`config.mk`:
```
export PLATFORM = sky130hd
export DESIGN_NAME = ex_muldiv
export DESIGN_NICKNAME = d
export VERILOG_FILES = /design/src/rtl/ex_muldiv.sv
export SDC_FILE = /design/constraint.sdc
export NUM_CORES = 1
export LEC_CHECK = 0
export CORE_ASPECT_RATIO = 1.5
export CORE_MARGIN = 4
export CORE_UTILIZATION = 45
export CTS_CLUSTER_DIAMETER = 40
export DETAILED_ROUTE_END_ITERATION = 8
export HOLD_SLACK_MARGIN = 0.03
export PLACE_DENSITY = 0.72
export SYNTH_ARGS = -nofsm -noshare
export SYNTH_HDL_FRONTEND = slang
export SYNTH_SLANG_ARGS = --single-unit
```
`constraint.sdc`:
```
create_clock -name CLK -period 9.11 [get_ports CLK]
set_input_delay 0.911 -clock CLK [delete_from_list [all_inputs] [get_ports CLK]]
set_output_delay 0.911 -clock CLK [all_outputs]
set_load 0.005 [all_outputs]
```
`src/rtl/ex_muldiv.sv`:
```
// ---------------------------------------------------------------------------
// ex_muldiv : multi-cycle RISC-V M-extension execute unit (EX stage)
//
// Sits beside the single-cycle ALU. The unit holds the pipeline through
// stallreq_o while an operation iterates. It then pulses done_o for one cycle,
// together with the registered result and the destination register.
//   - Divide : radix-2 restoring, one quotient bit per cycle.
//   - Multiply: shift-add, one multiplier bit per cycle.
//   - Divide-by-zero and signed overflow resolve in one cycle.
//
// Build option: define MULDIV_FAST_MUL_EN to compute all multiplies with a
// single-cycle '*' product. In that build the iterative multiply datapath is
// not built.
//
// Parameters:
//   XLEN   operand/result width (even, >= 8)
//   CNT_W  iteration counter width
// Ports:
//   CLK        in   clock, rising edge
//   RST        in   synchronous active-high reset
//   start_i    in   M-op present in EX (held high while stalled)
//   funct3_i   in   operation select (MUL..REMU)
//   src1/src2  in   rs1 / rs2 operands
//   rd/rd_op   in   destination register and its write enable
//   flush_i    in   abort current operation
//   stallreq_o out  combinational pipeline hold
//   done_o     out  one-cycle result-valid pulse
//   result_o   out  registered result
//   rd_o       out  registered destination register
//   rd_op_o    out  registered write enable, high only with done_o
// ---------------------------------------------------------------------------
module ex_muldiv #(
    parameter int XLEN  = 32,
    parameter int CNT_W = $clog2(XLEN) + 1
) (
    input  logic            CLK,
    input  logic            RST,
    input  logic            start_i,
    input  logic [2:0]      funct3_i,
    input  logic [XLEN-1:0] src1,
    input  logic [XLEN-1:0] src2,
    input  logic [4:0]      rd,
    input  logic            rd_op,
    input  logic            flush_i,
    output logic            stallreq_o,
    output logic            done_o,
    output logic [XLEN-1:0] result_o,
    output logic [4:0]      rd_o,
    output logic            rd_op_o
);

    localparam logic [1:0] ST_IDLE = 2'd0;
    localparam logic [1:0] ST_BUSY = 2'd1;
    localparam logic [1:0] ST_DONE = 2'd2;

    localparam logic [XLEN-1:0]   ZERO_X = {XLEN{1'b0}};
    localparam logic [XLEN-1:0]   ONES_X = {XLEN{1'b1}};
    localparam logic [XLEN-1:0]   ONE_X  = {{(XLEN-1){1'b0}}, 1'b1};
    localparam logic [XLEN-1:0]   MIN_X  = {1'b1, {(XLEN-1){1'b0}}};
    localparam logic [CNT_W-1:0]  LAST_CNT = CNT_W'(XLEN - 1);

    // Two's-complement negate when n is set
    function automatic logic [XLEN-1:0] neg_if(input logic [XLEN-1:0] v, input logic n);
        return n ? (~v + ONE_X) : v;
    endfunction

    logic [1:0]       state_r;
    logic [CNT_W-1:0] count_r;
    logic             done_r;
    logic             rd_op_out_r;
    logic             rd_op_cap_r;
    logic [4:0]       rd_r;
    logic [XLEN-1:0]  result_r;
    logic             res_neg_r;
    logic             is_rem_r;

    // Divider state: partial remainder, dividend/quotient shift register, divisor
    logic [XLEN-1:0]  rem_r;
    logic [XLEN-1:0]  quo_r;
    logic [XLEN-1:0]  dvsr_r;

    // Operand decode and fast-path signals
    logic             is_div_s;
    logic             op1_signed_s;
    logic             op2_signed_s;
    logic             neg1_s;
    logic             neg2_s;
    logic [XLEN-1:0]  abs1_s;
    logic [XLEN-1:0]  abs2_s;
    logic             res_neg_s;
    logic             dz_s;
    logic             ovf_s;
    logic             fast_s;
    logic [XLEN-1:0]  fast_res_s;

    // Iteration signals
    logic [XLEN:0]    rem_shift_s;
    logic [XLEN:0]    diff_s;
    logic             q_bit_s;
    logic [XLEN-1:0]  rem_nxt_s;
    logic [XLEN-1:0]  quo_nxt_s;
    logic [XLEN-1:0]  div_res_s;
    logic [XLEN-1:0]  iter_res_s;

`ifdef MULDIV_FAST_MUL_EN
    logic [2*XLEN-1:0] fprod_s;
`else
    localparam logic [2*XLEN-1:0] ONE_2X = {{(2*XLEN-1){1'b0}}, 1'b1};
    logic              is_mul_r;
    logic              mul_hi_r;
    logic [2*XLEN-1:0] acc_r;
    logic [2*XLEN-1:0] mcand_r;
    logic [XLEN-1:0]   mplier_r;
    logic [2*XLEN-1:0] acc_nxt_s;
    logic [2*XLEN-1:0] prod_fin_s;
    logic [XLEN-1:0]   mul_res_s;
`endif

    // Pipeline hold: DONE never stalls because start_i still belongs to the finished op
    assign stallreq_o = start_i & (state_r != ST_DONE) & ~flush_i & ~RST;
    assign done_o     = done_r;
    assign rd_op_o    = rd_op_out_r;
    assign rd_o       = rd_r;
    assign result_o   = result_r;

    // Operand sign handling and single-cycle (fast path) results
    always_comb begin
        is_div_s = funct3_i[2];
        if (is_div_s) begin
            op1_signed_s = ~funct3_i[0];
            op2_signed_s = ~funct3_i[0];
        end else begin
            // MUL low bits are sign-agnostic, so it is treated like MULH
            op1_signed_s = (funct3_i[1:0] != 2'b11);
            op2_signed_s = ~funct3_i[1];
        end
        neg1_s = op1_signed_s & src1[XLEN-1];
        neg2_s = op2_signed_s & src2[XLEN-1];
        abs1_s = neg_if(src1, neg1_s);
        abs2_s = neg_if(src2, neg2_s);
        // Remainder takes the dividend's sign; everything else takes the XOR
        if (is_div_s && funct3_i[1]) begin
            res_neg_s = neg1_s;
        end else begin
            res_neg_s = neg1_s ^ neg2_s;
        end
        dz_s  = is_div_s & (src2 == ZERO_X);
        ovf_s = is_div_s & ~funct3_i[0] & (src1 == MIN_X) & (src2 == ONES_X);
`ifdef MULDIV_FAST_MUL_EN
        fprod_s = {{XLEN{neg1_s}}, src1} * {{XLEN{neg2_s}}, src2};
        fast_s  = is_div_s ? (dz_s | ovf_s) : 1'b1;
`else
        fast_s  = is_div_s & (dz_s | ovf_s);
`endif
        if (dz_s) begin
            fast_res_s = funct3_i[1] ? src1 : ONES_X;
        end else if (ovf_s) begin
            fast_res_s = funct3_i[1] ? ZERO_X : src1;
`ifdef MULDIV_FAST_MUL_EN
        end else if (!is_div_s) begin
            fast_res_s = (funct3_i[1:0] == 2'b00) ? fprod_s[XLEN-1:0] : fprod_s[2*XLEN-1:XLEN];
`endif
        end else begin
            fast_res_s = ZERO_X;
        end
    end

    // One restoring-divide / shift-add-multiply step plus final sign correction
    always_comb begin
        rem_shift_s = {rem_r, quo_r[XLEN-1]};
        diff_s      = rem_shift_s - {1'b0, dvsr_r};
        q_bit_s     = ~diff_s[XLEN];
        rem_nxt_s   = q_bit_s ? diff_s[XLEN-1:0] : rem_shift_s[XLEN-1:0];
        quo_nxt_s   = {quo_r[XLEN-2:0], q_bit_s};
        div_res_s   = is_rem_r ? neg_if(rem_nxt_s, res_neg_r) : neg_if(quo_nxt_s, res_neg_r);
`ifdef MULDIV_FAST_MUL_EN
        iter_res_s  = div_res_s;
`else
        acc_nxt_s   = mplier_r[0] ? (acc_r + mcand_r) : acc_r;
        prod_fin_s  = res_neg_r ? (~acc_nxt_s + ONE_2X) : acc_nxt_s;
        mul_res_s   = mul_hi_r ? prod_fin_s[2*XLEN-1:XLEN] : prod_fin_s[XLEN-1:0];
        iter_res_s  = is_mul_r ? mul_res_s : div_res_s;
`endif
    end

    // Control FSM and datapath registers (priority: RST > flush_i > start_i)
    always_ff @(posedge CLK) begin
        if (RST) begin
            state_r     <= ST_IDLE;
            count_r     <= {CNT_W{1'b0}};
            done_r      <= 1'b0;
            rd_op_out_r <= 1'b0;
            rd_op_cap_r <= 1'b0;
            rd_r        <= 5'd0;
            result_r    <= ZERO_X;
            res_neg_r   <= 1'b0;
            is_rem_r    <= 1'b0;
            rem_r       <= ZERO_X;
            quo_r       <= ZERO_X;
            dvsr_r      <= ZERO_X;
`ifndef MULDIV_FAST_MUL_EN
            is_mul_r    <= 1'b0;
            mul_hi_r    <= 1'b0;
            acc_r       <= {(2*XLEN){1'b0}};
            mcand_r     <= {(2*XLEN){1'b0}};
            mplier_r    <= ZERO_X;
`endif
        end else if (flush_i) begin
            // result_o deliberately keeps its last value
            state_r     <= ST_IDLE;
            count_r     <= {CNT_W{1'b0}};
            done_r      <= 1'b0;
            rd_op_out_r <= 1'b0;
        end else begin
            case (state_r)
                ST_IDLE: begin
                    done_r      <= 1'b0;
                    rd_op_out_r <= 1'b0;
                    if (start_i) begin
                        rd_r        <= rd;
                        rd_op_cap_r <= rd_op;
                        if (fast_s) begin
                            result_r    <= fast_res_s;
                            done_r      <= 1'b1;
                            rd_op_out_r <= rd_op;
                            state_r     <= ST_DONE;
                        end else begin
                            res_neg_r <= res_neg_s;
                            is_rem_r  <= funct3_i[1];
                            rem_r     <= ZERO_X;
                            quo_r     <= abs1_s;
                            dvsr_r    <= abs2_s;
`ifndef MULDIV_FAST_MUL_EN
                            is_mul_r  <= ~funct3_i[2];
                            mul_hi_r  <= (funct3_i[1:0] != 2'b00);
                            acc_r     <= {(2*XLEN){1'b0}};
                            mcand_r   <= {ZERO_X, abs1_s};
                            mplier_r  <= abs2_s;
`endif
                            count_r   <= {CNT_W{1'b0}};
                            state_r   <= ST_BUSY;
                        end
                    end else begin
                        state_r <= ST_IDLE;
                    end
                end
                ST_BUSY: begin
                    rem_r    <= rem_nxt_s;
                    quo_r    <= quo_nxt_s;
`ifndef MULDIV_FAST_MUL_EN
                    acc_r    <= acc_nxt_s;
                    mcand_r  <= mcand_r << 1;
                    mplier_r <= mplier_r >> 1;
`endif
                    count_r  <= count_r + {{(CNT_W-1){1'b0}}, 1'b1};
                    if (count_r == LAST_CNT) begin
                        result_r    <= iter_res_s;
                        done_r      <= 1'b1;
                        rd_op_out_r <= rd_op_cap_r;
                        state_r     <= ST_DONE;
                    end else begin
                        state_r <= ST_BUSY;
                    end
                end
                ST_DONE: begin
                    done_r      <= 1'b0;
                    rd_op_out_r <= 1'b0;
                    state_r     <= ST_IDLE;
                end
                default: begin
                    done_r      <= 1'b0;
                    rd_op_out_r <= 1'b0;
                    state_r     <= ST_IDLE;
                end
            endcase
        end
    end

endmodule

```
==> results summary <==
The flow ran to the end, but the final reports show violations. The final reports fail on max-capacitance violations, max-slew violations. The number of endpoints with negative hold slack in the final report came to 0. In the routed design, unresolved DRC markers number 0.

The maximum number of pins on one net before global-route repair is 99. The layout filler cell count came out at 5,744. Clock tree synthesis selected as its root buffer the cell sky130_fd_sc_hd__clkbuf_16. The number of clock buffers inserted by TritonCTS is 49. The count of final max-slew check failures is 1. The hold-fix buffer count after cts came out at 0. The number of design-rule violations left by the first detailed-router iteration came out at 2,819. The area of placed instances came out at 27,440 sq um. The peak ir drop on the vdd network came out at 0.0001322 V. The overall power came out at 4.293 mW. The area growth from synthesis to final layout came out at 12.35%. The worst setup margin came out at 3.068 ns. Of the cells placed in the final design, the portion with a size suffix greater than 1 is 6.440%. The most critical setup path has its startpoint at quo_r[31].

In the final layout, the multi-input gates occupy 18,500 sq um. The cell count after synthesis came out at 3,630. The final wirelength is 109,700 um.

Once detail routing completed, the nets flagged for antenna violations numbered 0. The average vias per placed instance is 6.570. The worst register-to-register path begins at quo_r[31]. Yosys printed 0 warnings.

Dividing the final minimum period by the clock period gives 66.32%. The number of register bits inferred by synthesis came out at 308. STA classifies the critical path startpoint as a flip-flop. The count of buffers added by post-CTS timing repair for setup is 0. The total of max-cap violations is 2. For this run, the leading register cell type out of synthesis is sky130_fd_sc_hd__dfxtp_1. The synthesized netlist net count came out at 3,811. The critical path ends at result_o[30]. The path class of the tightest hold or removal check is reg2reg. The final global-route overflow total is 0. The finished cells cover 29,180 sq um. The initial antenna violation count is 4. Once layout is complete, the cells apart from fillers number 4,385. Row generation in the floorplan step produced 107 rows. Yosys mapped the design onto 105 distinct sky130hd cell types.

The length in cells of the worst reg-to-reg path came out at 24. The weighted congestion at the end of routability-driven global placement is 1.023. The number of instances in the placed design came out at 4,288. Yosys mapped a number of flops with a built-in enable equal to 0. Once the floorplan was initialized, standard cells occupied 45.53% of the core. The largest fanout on the critical path came out at 31. The sequential share of the synthesized area is 23.74%. The via count of the first global-routing pass is 27,464.

The wire length per cell is 25.01 um. The worst-case headroom to the max-slew limit came out at -0.1740%. The worst setup slack for register-to-register paths came out at 3.07 ns.

The placed wire-length estimate came out at 83,110 um. The storage element area is 6175 sq um. The pre-antenna-repair detailed-routing pass consisted of 6 iterations. The number of endpoints failing setup at the final stage is 0. The highest clock frequency the design can meet is 0.1655 GHz.

The worst endpoint required time came out at 9.59 ns. The number of H-tree branching levels came out at 2. The fraction of registers with async set/reset came out at 0%. The number of nets in the final layout is 3,759. The average size of a mapped cell is 7.154 sq um. The post-cts resize count is 0. The final core utilization came out at 51.16%. The cell area after technology mapping is 25,970 sq um. For the pin with the worst max-slew slack, the measured transition is 1.487 ns. The TritonCTS sink count came out at 308. The worst hold margin came out at 0.4522 ns. The die span in y came out at 302.2 um. The worst clock skew is 0.02830 ns. The maximum buffer depth of the clock tree is 3.

The final critical-path required period is 6.042 ns. The area of the die came out at 61,700 sq um. The setup slack after placement came out at 2.903 ns. The post-CTS clock slew at the launch and capture registers of the worst setup and hold paths came out at 0.06 ns. The die boundary width came out at 204.1 um.

For the worst-skew pair, the clock arrives at the later sink with an insertion delay of 0.64 ns. The final-layout setup total negative slack is 0 ns. Power spread over the standard cell area amounts to 147.1 nW/um^2. The total number of vias came out at 28,811. The wire length of the first global-routing pass came out at 163,600 um. TritonCTS built the clock tree. The count of port buffers added during placement came out at 116. Setup repair after global routing left no endpoint under its margin.

The worst register-to-register path ends at result_o[30]. The kind of critical path is reg2reg. The nature of the critical path endpoint is a flip-flop.

Pin placement for this block handled 117 I/O pins. In the global route stage, overall resource usage came out at 34.07%. The data arrival time of the critical path came out at 6.53 ns. In this run the static leakage power is 10.49 nW. The area of the core came out at 57,030 sq um.
-- power by group --
group,switching (mW),total [mW],internal (mW)
logic,0.582,0.865,0.283
registers,0.0447,1.43,1.39
clock network,0.822,1.99,1.17
-- registers in the layout, summed over array words and instances (netlist names), 2 cells and up --
register	cells
dvsr_r	32
mplier_r	32
rd_o	5
acc_r	64
result_o	32
count_r	6
rem_r	32
state_r	2
quo_r	32
mcand_r	64
-- layout make-up --
cell class | instances | share of cell area [%]
diodes | 4 | 0.03431
clock buffers | 55 | 4.421
clock inverters | 36 | 1.411
inverters | 83 | 1.068
multi-input cells | 2974 | 63.41
flip-flops and latches | 308 | 21.16
well taps | 763 | 3.272
repair buffers | 162 | 5.223
-- synth_stat cells, types with 85 or more instances --
| master | number | area share [%] |
|---|---|---|
| sky130_fd_sc_hd__a211oi_1 | 88 | 2.5 |
| sky130_fd_sc_hd__a21oi_1 | 364 | 7.0 |
| sky130_fd_sc_hd__a22oi_1 | 101 | 2.9 |
| sky130_fd_sc_hd__clkbuf_1 | 213 | 3.1 |
| sky130_fd_sc_hd__dfxtp_1 | 308 | 24 |
| sky130_fd_sc_hd__ha_1 | 102 | 4.9 |
| sky130_fd_sc_hd__nand2_1 | 349 | 5.0 |
| sky130_fd_sc_hd__nor2_1 | 520 | 7.5 |
| sky130_fd_sc_hd__nor3_1 | 85 | 1.6 |
| sky130_fd_sc_hd__o211ai_1 | 93 | 2.7 |
| sky130_fd_sc_hd__o21ai_0 | 188 | 3.6 |
| sky130_fd_sc_hd__xnor2_1 | 104 | 3.5 |
-- layout by cell type (no fill, tap or decap), types with 13 or more instances in the layout --
| cell type | count |
|---|---|
| sky130_fd_sc_hd__or3_1 | 35 |
| sky130_fd_sc_hd__mux2i_1 | 48 |
| sky130_fd_sc_hd__xnor2_1 | 104 |
| sky130_fd_sc_hd__a221oi_1 | 13 |
| sky130_fd_sc_hd__a311oi_1 | 20 |
| sky130_fd_sc_hd__o211ai_1 | 93 |
| sky130_fd_sc_hd__nand4_1 | 81 |
| sky130_fd_sc_hd__mux2_2 | 22 |
| sky130_fd_sc_hd__nor2_1 | 515 |
| sky130_fd_sc_hd__o21a_1 | 21 |
| sky130_fd_sc_hd__dfxtp_1 | 305 |
| sky130_fd_sc_hd__nand2b_1 | 40 |
| sky130_fd_sc_hd__buf_4 | 44 |
| sky130_fd_sc_hd__clkdlybuf4s50_1 | 115 |
| sky130_fd_sc_hd__nand2_1 | 349 |
| sky130_fd_sc_hd__ha_1 | 102 |
| sky130_fd_sc_hd__a21oi_1 | 364 |
| sky130_fd_sc_hd__nor2b_1 | 23 |
| sky130_fd_sc_hd__o221ai_1 | 21 |
| sky130_fd_sc_hd__nor4_1 | 42 |
| sky130_fd_sc_hd__nor3_1 | 85 |
| sky130_fd_sc_hd__and2_1 | 14 |
| sky130_fd_sc_hd__a22oi_1 | 101 |
| sky130_fd_sc_hd__xor2_1 | 69 |
| sky130_fd_sc_hd__a21o_1 | 43 |
| sky130_fd_sc_hd__o31ai_1 | 53 |
| sky130_fd_sc_hd__o2111ai_1 | 13 |
| sky130_fd_sc_hd__o21ai_1 | 14 |
| sky130_fd_sc_hd__or4_1 | 18 |
| sky130_fd_sc_hd__o21ai_0 | 187 |
| sky130_fd_sc_hd__nand3_1 | 54 |
| sky130_fd_sc_hd__inv_6 | 16 |
| sky130_fd_sc_hd__and4_1 | 15 |
| sky130_fd_sc_hd__clkbuf_16 | 50 |
| sky130_fd_sc_hd__a31oi_1 | 25 |
| sky130_fd_sc_hd__and3_1 | 29 |
| sky130_fd_sc_hd__a211oi_1 | 88 |
| sky130_fd_sc_hd__inv_1 | 80 |
-- logic make-up (layout without fill, tap and decap cells) --
kind of cell               after synthesis  count (layout)  synth area share, %
other                                    0               4                    0
xor gates and xnor gates               173             173                5.835
adders and majority gates              104             104                5.069
buffers and inverters                  348             336                5.213
AOI/OAI and AO/OA                     1250            1250                32.18
DFF                                    308             308                23.74
muxes                                   73              73                2.978
and+or+nand+nor                       1374            1374                24.98
-- worst max-delay path, stage by stage (launching register included) --
cell	delay (ns)
sky130_fd_sc_hd__dfxtp_1	0.33
sky130_fd_sc_hd__inv_1	0.08
sky130_fd_sc_hd__ha_1	0.18
sky130_fd_sc_hd__inv_1	0.06
sky130_fd_sc_hd__fa_1	0.39
sky130_fd_sc_hd__a21o_1	0.21
sky130_fd_sc_hd__a221o_1	0.37
sky130_fd_sc_hd__a21oi_2	0.31
sky130_fd_sc_hd__a21oi_1	0.17
sky130_fd_sc_hd__o21a_1	0.19
sky130_fd_sc_hd__buf_4	0.19
sky130_fd_sc_hd__nor2_2	0.13
sky130_fd_sc_hd__buf_4	0.41
sky130_fd_sc_hd__mux2_2	0.42
sky130_fd_sc_hd__inv_1	0.06
sky130_fd_sc_hd__ha_1	0.27
sky130_fd_sc_hd__nand2_1	0.08
sky130_fd_sc_hd__nor3_1	0.21
sky130_fd_sc_hd__nand4_1	0.14
sky130_fd_sc_hd__a2bb2o_1	0.39
sky130_fd_sc_hd__nor3_1	0.37
sky130_fd_sc_hd__nand3_1	0.23
sky130_fd_sc_hd__or4_1	0.50
sky130_fd_sc_hd__nand3_1	0.08
sky130_fd_sc_hd__a221oi_1	0.08
-- worst min-delay path by stage --
stage / end / startpoint / slack [ns] / cells after the start
final: rd_o[1] / rd_o[1] / 0.45 / 2
after detailed placement: rd_o[1] / rd_o[1] / 0.45 / 2
after CTS: rd_o[1] / rd_o[1] / 0.45 / 2
after global placement: rd_op_cap_r / rd_op_cap_r / 0.44 / 2
after floorplan: dvsr_r[31] / dvsr_r[31] / 0.44 / 2
after global routing: rd_o[4] / rd_o[4] / 0.48 / 2
-- metal layers --
layer  global-route usage [%]  part of all wire, %  vias up
met5                        0                0.021        -
met4                    31.76                   11        4
met3                    6.702                  6.5      486
met2                    57.73                   47     1267
met1                    34.98                   35    13633
li1                         -                    -    13421
No activity file was read; power rests on OpenSTA's default activity.
